[src/rtl/serial_tx_arbiter.sv]
// serial_tx_arbiter: round-robin, line-locked sharing of one byte-wide
// stb/ack serial transmitter between N_INPUTS byte producers.
// A granted producer keeps the transmitter until it sends EOL_CHAR, reaches
// MAX_LINE bytes, or stays idle for TIMEOUT cycles.
// Optional build macro SERIAL_TX_ARBITER_TAG_EN: every grant first emits an
// ASCII source tag ('0' + producer index) ahead of the producer's bytes.
//
// state     | meaning
// ----------+-------------------------------------------------------------
// S_IDLE    | no owner; pick next requester after the last one served
// S_CAPTURE | owner held; take its next byte or count idle cycles
// S_SEND    | byte presented on out1; wait for out1_ack
// S_TAG     | (tag build only) source tag presented; wait for out1_ack
module serial_tx_arbiter #(
   parameter int         N_INPUTS = 4,
   parameter logic [7:0] EOL_CHAR = 8'h0A,
   parameter int         MAX_LINE = 256,
   parameter int         TIMEOUT  = 50000
) (
   input  logic                    clk,
   input  logic                    rst_n,
   input  logic [8*N_INPUTS-1:0]   in_data,
   input  logic [N_INPUTS-1:0]     in_stb,
   output logic [N_INPUTS-1:0]     in_ack,
   output logic [7:0]              out1,
   output logic                    out1_stb,
   input  logic                    out1_ack,
   output logic [N_INPUTS-1:0]     grant,
   output logic                    busy
);

   localparam int IDX_W = (N_INPUTS > 1) ? $clog2(N_INPUTS) : 1;
   localparam int BC_W  = $clog2(MAX_LINE + 1);
   localparam int TO_W  = $clog2(TIMEOUT);

`ifdef SERIAL_TX_ARBITER_TAG_EN
   typedef enum logic [1:0] {S_IDLE, S_CAPTURE, S_SEND, S_TAG} state_t;
`else
   typedef enum logic [1:0] {S_IDLE, S_CAPTURE, S_SEND} state_t;
`endif

   state_t               state_q, state_d;
   logic [IDX_W-1:0]     last_q, last_d;
   logic [IDX_W-1:0]     gidx_q, gidx_d;
   logic [N_INPUTS-1:0]  grant_q, grant_d;
   logic [N_INPUTS-1:0]  ack_q, ack_d;
   logic [7:0]           out1_q, out1_d;
   logic                 stb_q, stb_d;
   logic [BC_W-1:0]      bcnt_q, bcnt_d;
   logic [TO_W-1:0]      icnt_q, icnt_d;

   logic [IDX_W-1:0]     pick_idx;
   logic                 pick_ok;
   logic [7:0]           sel_data;
   logic                 sel_stb;

   // Round-robin search: walk from last+N down to last+1 so the closest
   // requester after the last owner is the one that sticks.
   always_comb begin : rr_search
      int cand;
      cand     = 0;
      pick_idx = last_q;
      pick_ok  = 1'b0;
      for (int k = N_INPUTS; k >= 1; k--) begin
         cand = int'(last_q) + k;
         if (cand >= N_INPUTS) cand = cand - N_INPUTS;
         if (in_stb[IDX_W'(cand)]) begin
            pick_idx = IDX_W'(cand);
            pick_ok  = 1'b1;
         end
      end
   end

   // Mux the owner's strobe and byte.
   always_comb begin
      sel_data = 8'h00;
      sel_stb  = 1'b0;
      for (int i = 0; i < N_INPUTS; i++) begin
         if (gidx_q == IDX_W'(i)) begin
            sel_data = in_data[8*i +: 8];
            sel_stb  = in_stb[i];
         end
      end
   end

   // Next-state and registered-output logic.
   always_comb begin
      state_d = state_q;
      last_d  = last_q;
      gidx_d  = gidx_q;
      grant_d = grant_q;
      ack_d   = '0;
      out1_d  = out1_q;
      stb_d   = stb_q;
      bcnt_d  = bcnt_q;
      icnt_d  = icnt_q;
      case (state_q)
         S_IDLE: begin
            if (pick_ok) begin
               gidx_d           = pick_idx;
               grant_d          = '0;
               grant_d[pick_idx] = 1'b1;
               bcnt_d           = '0;
               icnt_d           = '0;
`ifdef SERIAL_TX_ARBITER_TAG_EN
               out1_d           = 8'h30 + 8'(pick_idx);
               stb_d            = 1'b1;
               state_d          = S_TAG;
`else
               state_d          = S_CAPTURE;
`endif
            end
         end
         S_CAPTURE: begin
            if (sel_stb) begin
               out1_d  = sel_data;
               stb_d   = 1'b1;
               ack_d   = grant_q;
               bcnt_d  = bcnt_q + 1'b1;
               icnt_d  = '0;
               state_d = S_SEND;
            end else if (icnt_q == TO_W'(TIMEOUT - 2)) begin
               // this idle cycle brings the count to TIMEOUT-1: give up the line
               grant_d = '0;
               last_d  = gidx_q;
               state_d = S_IDLE;
            end else begin
               icnt_d = icnt_q + 1'b1;
            end
         end
         S_SEND: begin
            if (out1_ack) begin
               stb_d = 1'b0;
               if ((out1_q == EOL_CHAR) || (bcnt_q == BC_W'(MAX_LINE))) begin
                  grant_d = '0;
                  last_d  = gidx_q;
                  state_d = S_IDLE;
               end else begin
                  state_d = S_CAPTURE;
               end
            end
         end
`ifdef SERIAL_TX_ARBITER_TAG_EN
         S_TAG: begin
            if (out1_ack) begin
               stb_d   = 1'b0;
               state_d = S_CAPTURE;
            end
         end
`endif
         default: state_d = S_IDLE;
      endcase
   end

   // State and output registers; input 0 wins the first arbitration.
   always_ff @(posedge clk or negedge rst_n) begin
      if (!rst_n) begin
         state_q <= S_IDLE;
         last_q  <= IDX_W'(N_INPUTS - 1);
         gidx_q  <= '0;
         grant_q <= '0;
         ack_q   <= '0;
         out1_q  <= 8'h00;
         stb_q   <= 1'b0;
         bcnt_q  <= '0;
         icnt_q  <= '0;
      end else begin
         state_q <= state_d;
         last_q  <= last_d;
         gidx_q  <= gidx_d;
         grant_q <= grant_d;
         ack_q   <= ack_d;
         out1_q  <= out1_d;
         stb_q   <= stb_d;
         bcnt_q  <= bcnt_d;
         icnt_q  <= icnt_d;
      end
   end

   assign in_ack   = ack_q;
   assign out1     = out1_q;
   assign out1_stb = stb_q;
   assign grant    = grant_q;
   assign busy     = (state_q != S_IDLE);

endmodule

[config.mk]
export PLATFORM = sky130hd
export DESIGN_NAME = serial_tx_arbiter
export DESIGN_NICKNAME = d
export VERILOG_FILES = /design/src/rtl/serial_tx_arbiter.sv
export SDC_FILE = /design/constraint.sdc
export NUM_CORES = 1
export LEC_CHECK = 0
export ABC_CLOCK_PERIOD_IN_PS = 4400
export BUFFER_PORTS_ARGS = -buffer_cell sky130_fd_sc_hd__buf_2
export CAP_MARGIN = 20
export CORE_MARGIN = 1
export CORE_UTILIZATION = 50
export DETAILED_ROUTE_END_ITERATION = 8
export PLACE_DENSITY = 0.75
export SLEW_MARGIN = 10
export SYNTH_ARGS = -nofsm -noshare
export SYNTH_HDL_FRONTEND = slang
export SYNTH_SLANG_ARGS = --single-unit
export TNS_END_PERCENT = 100
[constraint.sdc]
create_clock -name clk -period 4.4 [get_ports clk]
set_input_delay 0.88 -clock clk [delete_from_list [all_inputs] [get_ports clk]]
set_output_delay 0.88 -clock clk [all_outputs]
set_load 0.005 [all_outputs]
# --- After elaboration in Yosys (flattened, before gate mapping) ---
# Cells that the tools add are included.
totals:
  ff_bits: 48
  in_bits: 39
  out_inout_bits: 18
op_classes:
  n_addsub: 10
  n_lt_le_gt_ge: 10
  eq_ne: 16
  muxes: 63
  reduce_logical: 16
ops:
  columns: ["cell", "count"]
  rows:
  - ["$mux W16", 3]
  - ["$mux W2", 16]
  - ["$mux W8", 4]
  - ["$pmux W16 S2", 1]
  - ["$mux W4", 7]
  - ["$mux W1", 20]
  - ["$mux W9", 2]
  - ["$pmux W9 S2", 1]
  - ["$add A16 B1 Y16 const B", 1]
  - ["$eq A16 B16 Y1 const B", 1]
  - ["$lt A2 B4 Y1 const B", 4]
  - ["$ne A2 B2 Y1 const B", 6]
  - ["$pmux W4 S3", 1]
  - ["$reduce_and A3 Y1", 4]
  - ["$add A9 B1 Y9 const B", 1]
  - ["$eq A9 B9 Y1 const B", 1]
  - ["$ge A3 B3 Y1 const B", 3]
  - ["$bmux W1 S2", 4]
  - ["$eq A8 B4 Y1 const B", 1]
  - ["$sub A2 B1 Y2 const B", 4]
  - ["$add A2 B2 Y3 const B", 2]
  - ["$eq A2 B2 Y1 const B", 3]
  - ["$ne A3 B3 Y1 const B", 2]
  - ["$pmux W2 S3", 1]
  - ["other kinds (17)", 22]

# --- Longest topological paths before layout ---
depth:
  depth_word: 16
  depth_mapped: 9
  depth_no_buf: 7

# --- Worst setup path after synthesis ---
# No wires, ideal clock.
synth_path:
  path_kind: "input-to-reg"
  start: "in in_stb[1]"
  end: "reg grant_q[0], in the netlist grant[0]"
  setup_time_ns: 0.125
  arrival_time_ns: 2.130
  t_required_ns: 4.275
  setup_slack_ns: 2.145
  stages: 5
  path_buffers: 0
  cell_sequence: "or4_1 -> o21ai_0 -> nor2_1 -> nand3_4 -> mux2_4"
synth_between:
  elab_chain_cells: 13
  word_cells_on_any_way: 33
  cone_classes: "order compare (2); eq/ne (2); mux (27); reduce/logical (2)"
synth_rtl:
  columns: ["item", "line", "text"]
  rows:
  - ["start: declaration", "23", "input logic [N_INPUTS-1:0] in_stb,"]
  - ["$bmux W1 S2", "67", "if (in_stb[IDX_W'(cand)]) begin"]
  - ["$mux W1 (implied by the code) (2 in a row)", "67", null]
  - ["$mux W2 (4 in a row)", "67", null]
  - ["$lt A2 B3 Y1 (implied by the code) / $ge A2 B1 Y1 (equally long branches)", "102", "grant_d[pick_idx] = 1'b1;"]
  - ["$logic_and A1 B1 Y1 (implied by the code)", "102", null]
  - ["$mux W1 (implied by the code)", "102", null]
  - ["$demux W1 S2", "102", null]
  - ["$mux W4", "99", "if (pick_ok) begin"]
  - ["$pmux W4 S3", "97", "case (state_q)"]
  - ["end signal: assignment", "171", "grant_q <= grant_d;"]
  - ["end: declaration", "45", "logic [N_INPUTS-1:0] grant_q, grant_d;"]
# Several ways; a longest one is shown, not always the timed one. The select of a mux whose other input is x is not followed.
# A chain may end at the register's enable or synchronous reset.

# --- Worst setup path in the final report ---
layout_path:
  start: "reg gidx_q[0]"
  end: "reg icnt_q[14]"
layout_between:
  elab_chain_cells: 7
  word_cells_on_any_way: 12
  cone_classes: "eq/ne (4); mux (6); reduce/logical (2)"
layout_rtl:
  columns: ["item", "line", "text"]
  rows:
  - ["start: declaration", "44", "logic [IDX_W-1:0] gidx_q, gidx_d;"]
  - ["start signal: assignment", "170", "gidx_q <= gidx_d;"]
  - ["$logic_not A2 Y1", "79", "if (gidx_q == IDX_W'(i)) begin"]
  - ["$mux W1 (3 in a row)", "79", null]
  - ["$mux W1 *", "79", null]
  - ["$ne A3 B3 Y1 (no line) / $mux W16 (equally long branches)", null, null]
  - ["$reduce_and A3 Y1 (no line) / $pmux W16 S2 (equally long branches)", null, null]
  - ["end signal: assignment", "176", "icnt_q <= icnt_d;"]
  - ["end: declaration", "50", "logic [TO_W-1:0] icnt_q, icnt_d;"]
# Mark *: on every way between the ends. The rest lies on a longest branch, timed or not.

==> run_results.csv <==
group,metric,value,unit
run_status,status,"complete, no violations",
critical_path,crit_slowest_cell,"dfrtp_1",
clocking,cts_tree,"yes",
sta,max_freq,380,MHz
yosys,ys_ff_latch,48,
floorplan,fp.dieArea,5850,µm²
sta,skew,0.00804,ns
yosys,synth_edf_count,0,
routing,routed_wl,5.53,mm
floorplan,die_width,76.5,µm
yosys,synth_top_cell_by_area,"dfrtp_1",
layout,syn_to_final_growth,14.9,%
pwr,total_leakage_power,1.45,nW
layout,regArea,1200,µm²
sta,worst_pin_slew,0.963,ns
clocking,cts_resized,0,
min_path,hold_class,"in2async",
sta,maxSlewViolCount,0,
clocking,htreeDepth,2,
critical_path,crit_chain,"mux4_2 -> nand2b_1 -> and2_1 -> o22ai_1 -> a22o_1",
clocking,clock_path_buffers,2,
layout,final_nets,355,
layout,drive_gt1_share,31.1,%
layout,multiInputGateArea,1460,µm²
yosys,ys.warnings.count,0,
clocking,hold_buffers,0,
critical_path,max_stage_delay,0.74,ns
global_routing,grt_max_degree,49,
critical_path,end_kind,"flop",
layout,final_common_cell,"buf_2",
yosys,yosysTopAreaCellShare,41.5,%
routing,vias_per_cell,5.63,
routing,ant_nets,0,
placed_design,place_ws,1.55,ns
sta,hold_viol_final,0,
sta,hold_slack,0.494,ns
floorplan,ios,57,
critical_path,cp-start-kind,"flop",
pwr,peakVddDrop,285,µV
sta,fin_crit,2.63,ns
yosys,synthTopCellsByArea,"dfrtp_1 (42%), mux4_2 (7.3%), nor2_1 (3.7%)",
yosys,ys.flop_type,"dfrtp_1",
floorplan,rows,26,
layout,fillers,438,
critical_path,cp.arrival,2.83,ns
clocking,root_buffer,"clkbuf_8",
critical_path,critical_path_class,"reg2reg",
yosys,ys_seq_area_share,43.4,%
critical_path,reg2reg_to,"icnt_q[14]$_DFFE_PN0P_",
placed_design,dpl_cell_area,3070,µm²
sta,setup_tns,0,ns
critical_path,reg2reg_slack,1.77,ns
sta,rsz0062_at_grt,"no",
routing,drc_errors,0,
layout,post-route-cell-area,3190,µm²
placed_design,io_buffers,56,
global_routing,antenna_found_initial,0,
critical_path,cp_max_fo,16,
routing,drt_iter0_drc,90,
flow_run,cap_violations,0,
clocking,clkSinkCount,48,
sta,finalWorstSetupSlack,1.77,ns
critical_path,rr_startpoint,"gidx_q[0]$_DFFE_PN0P_",
routing,routedWlPerCell,14.6,µm
floorplan,initial_core_util,52.9,%
sta,slew_headroom,35.6,%
yosys,synth_cells,253,
placed_design,gp_congestion,0.878,
floorplan,die_h,76.5,µm
yosys,syn_nets,300,
routing,firstDrtPassIters,4,
yosys,syn_area,2770,µm²
sta,setup_viol,0,
layout,mostFrequentLayoutCells,"buf_2 (56), dfrtp_1 (46), nor2_1 (27)",
yosys,netlist-cell-type-count,52,
floorplan,coreArea,5240,µm²
critical_path,required,4.60,ns
clocking,insertion_delay,0.30,ns
global_routing,grt_pass1_wl,9.36,mm
yosys,avgSynthCellArea,11.0,µm²
global_routing,grt_pass1_vias,2064,
global_routing,grt.total_usage,20.5,%
clocking,clkTransAtPathRegs,0.09,ns
clocking,cts_buffers,5,
clocking,cts_setup_buffers,0,
yosys,async_reset_ff_share,100,%
sta,min_period_over_period,59.7,%
layout,n_antenna_cell,0,
critical_path,worstRegToRegCells,5,
pwr,cellPowerDensity,536,nW/µm²
placed_design,hpwl,4.20,mm
routing,vias,2133,
global_routing,globalRouteOverflowTotal,0,
[how the worst max path moves through the flow]
stage	from	to	slack, ns
after floorplan	in_stb[1]	grant[0]$_DFFE_PN0P_	2.15
after global placement	in_stb[3]	icnt_q[14]$_DFFE_PN0P_	1.61
after detailed placement	in_stb[3]	icnt_q[14]$_DFFE_PN0P_	1.55
after CTS	gidx_q[0]$_DFFE_PN0P_	icnt_q[14]$_DFFE_PN0P_	1.74
after global routing	gidx_q[0]$_DFFE_PN0P_	icnt_q[14]$_DFFE_PN0P_	1.56
final	gidx_q[0]$_DFFE_PN0P_	icnt_q[14]$_DFFE_PN0P_	1.77
[cells in the mapped netlist, types with 2 or more instances]
library cell,n
nand3_1,13
mux2_4,6
clkbuf_1,4
nor2_1,27
nand2_1,14
nor3b_1,6
xnor2_1,10
nor4b_1,2
nand2b_1,2
ha_1,8
o22ai_1,3
and2_1,2
or3_1,2
nand4_1,5
and3_1,9
inv_1,10
dfrtp_1,46
nor4_1,4
mux2_2,8
mux4_2,9
a21o_1,2
buf_6,3
a21oi_1,6
a211oi_1,3
a22o_1,2
xor2_1,7
dfstp_2,2
o21ai_0,8
nor3_1,7
[cell families (layout without fill, tap and decap cells)]
| group | after synthesis | after routing | share of synthesized area [%] |
|---|---|---|---|
| flops | 48 | 48 | 43.4 |
| buf+inv | 19 | 75 | 3.79 |
| compound gates | 32 | 32 | 7.81 |
| simple gates | 105 | 105 | 21.8 |
| fa+ha+maj | 8 | 8 | 3.61 |
| xor+xnor | 17 | 17 | 5.37 |
| mux | 24 | 24 | 14.2 |
[routing by layer]
layer  wire length (µm)  global-route usage [%]
met1               2380                    24.4
met2               2780                    35.9
met3                297                    5.03
met4                 68                    7.31
met5                  0                       0
[through the flow]
| stage | power (W) | utilization (%) | std cells |
|---|---|---|---|
| after global routing | 0.00184 | 60.8 | 379 |
| after detailed placement | 0.00146 | 58.7 | 370 |
| final | 0.00171 | 60.8 | 379 |
| after global placement | 0.00142 | 58.7 | 370 |
| after CTS | 0.00173 | 60.4 | 378 |
| after floorplan | 0.00127 | - | 253 |
[power breakdown]
| group | total [W] | switching (W) | internal, W | leakage [nW] |
|---|---|---|---|---|
| combinational | 0.000760 | 0.000382 | 0.000378 | 0.780 |
| clock | 0.000266 | 0.000154 | 0.000113 | 0.0404 |
| sequential | 0.000680 | 0.000131 | 0.000549 | 0.630 |
| total | 0.00171 | 0.000667 | 0.00104 | 1.45 |
[critical path, delay by kind of cell, from the launching register on]
| kind | cells | cell delay, ns |
|---|---|---|
| DFF | 1 | 0.74 |
| muxes | 1 | 0.38 |
| and+or+nand+nor | 2 | 1.02 |
| AOI/OAI and AO/OA | 2 | 0.38 |
[area by class of cell]
class	count	area share, %
inverter	10	1.18
clock buffer	5	2.16
timing repair buffer	57	9.43
sequential	48	37.8
multi-input combinational	186	46.0
tap	70	2.75
clock inverter	3	0.746
[sequential cells by signal, indices dropped and copies added, names as in the netlist]
signal	flops
bcnt_q	9
gidx_q	2
grant	4
out1	8
out1_stb	1
in_ack	4
last_q	2
icnt_q	16
state_q	2
Power figures use the tool's default switching activity.
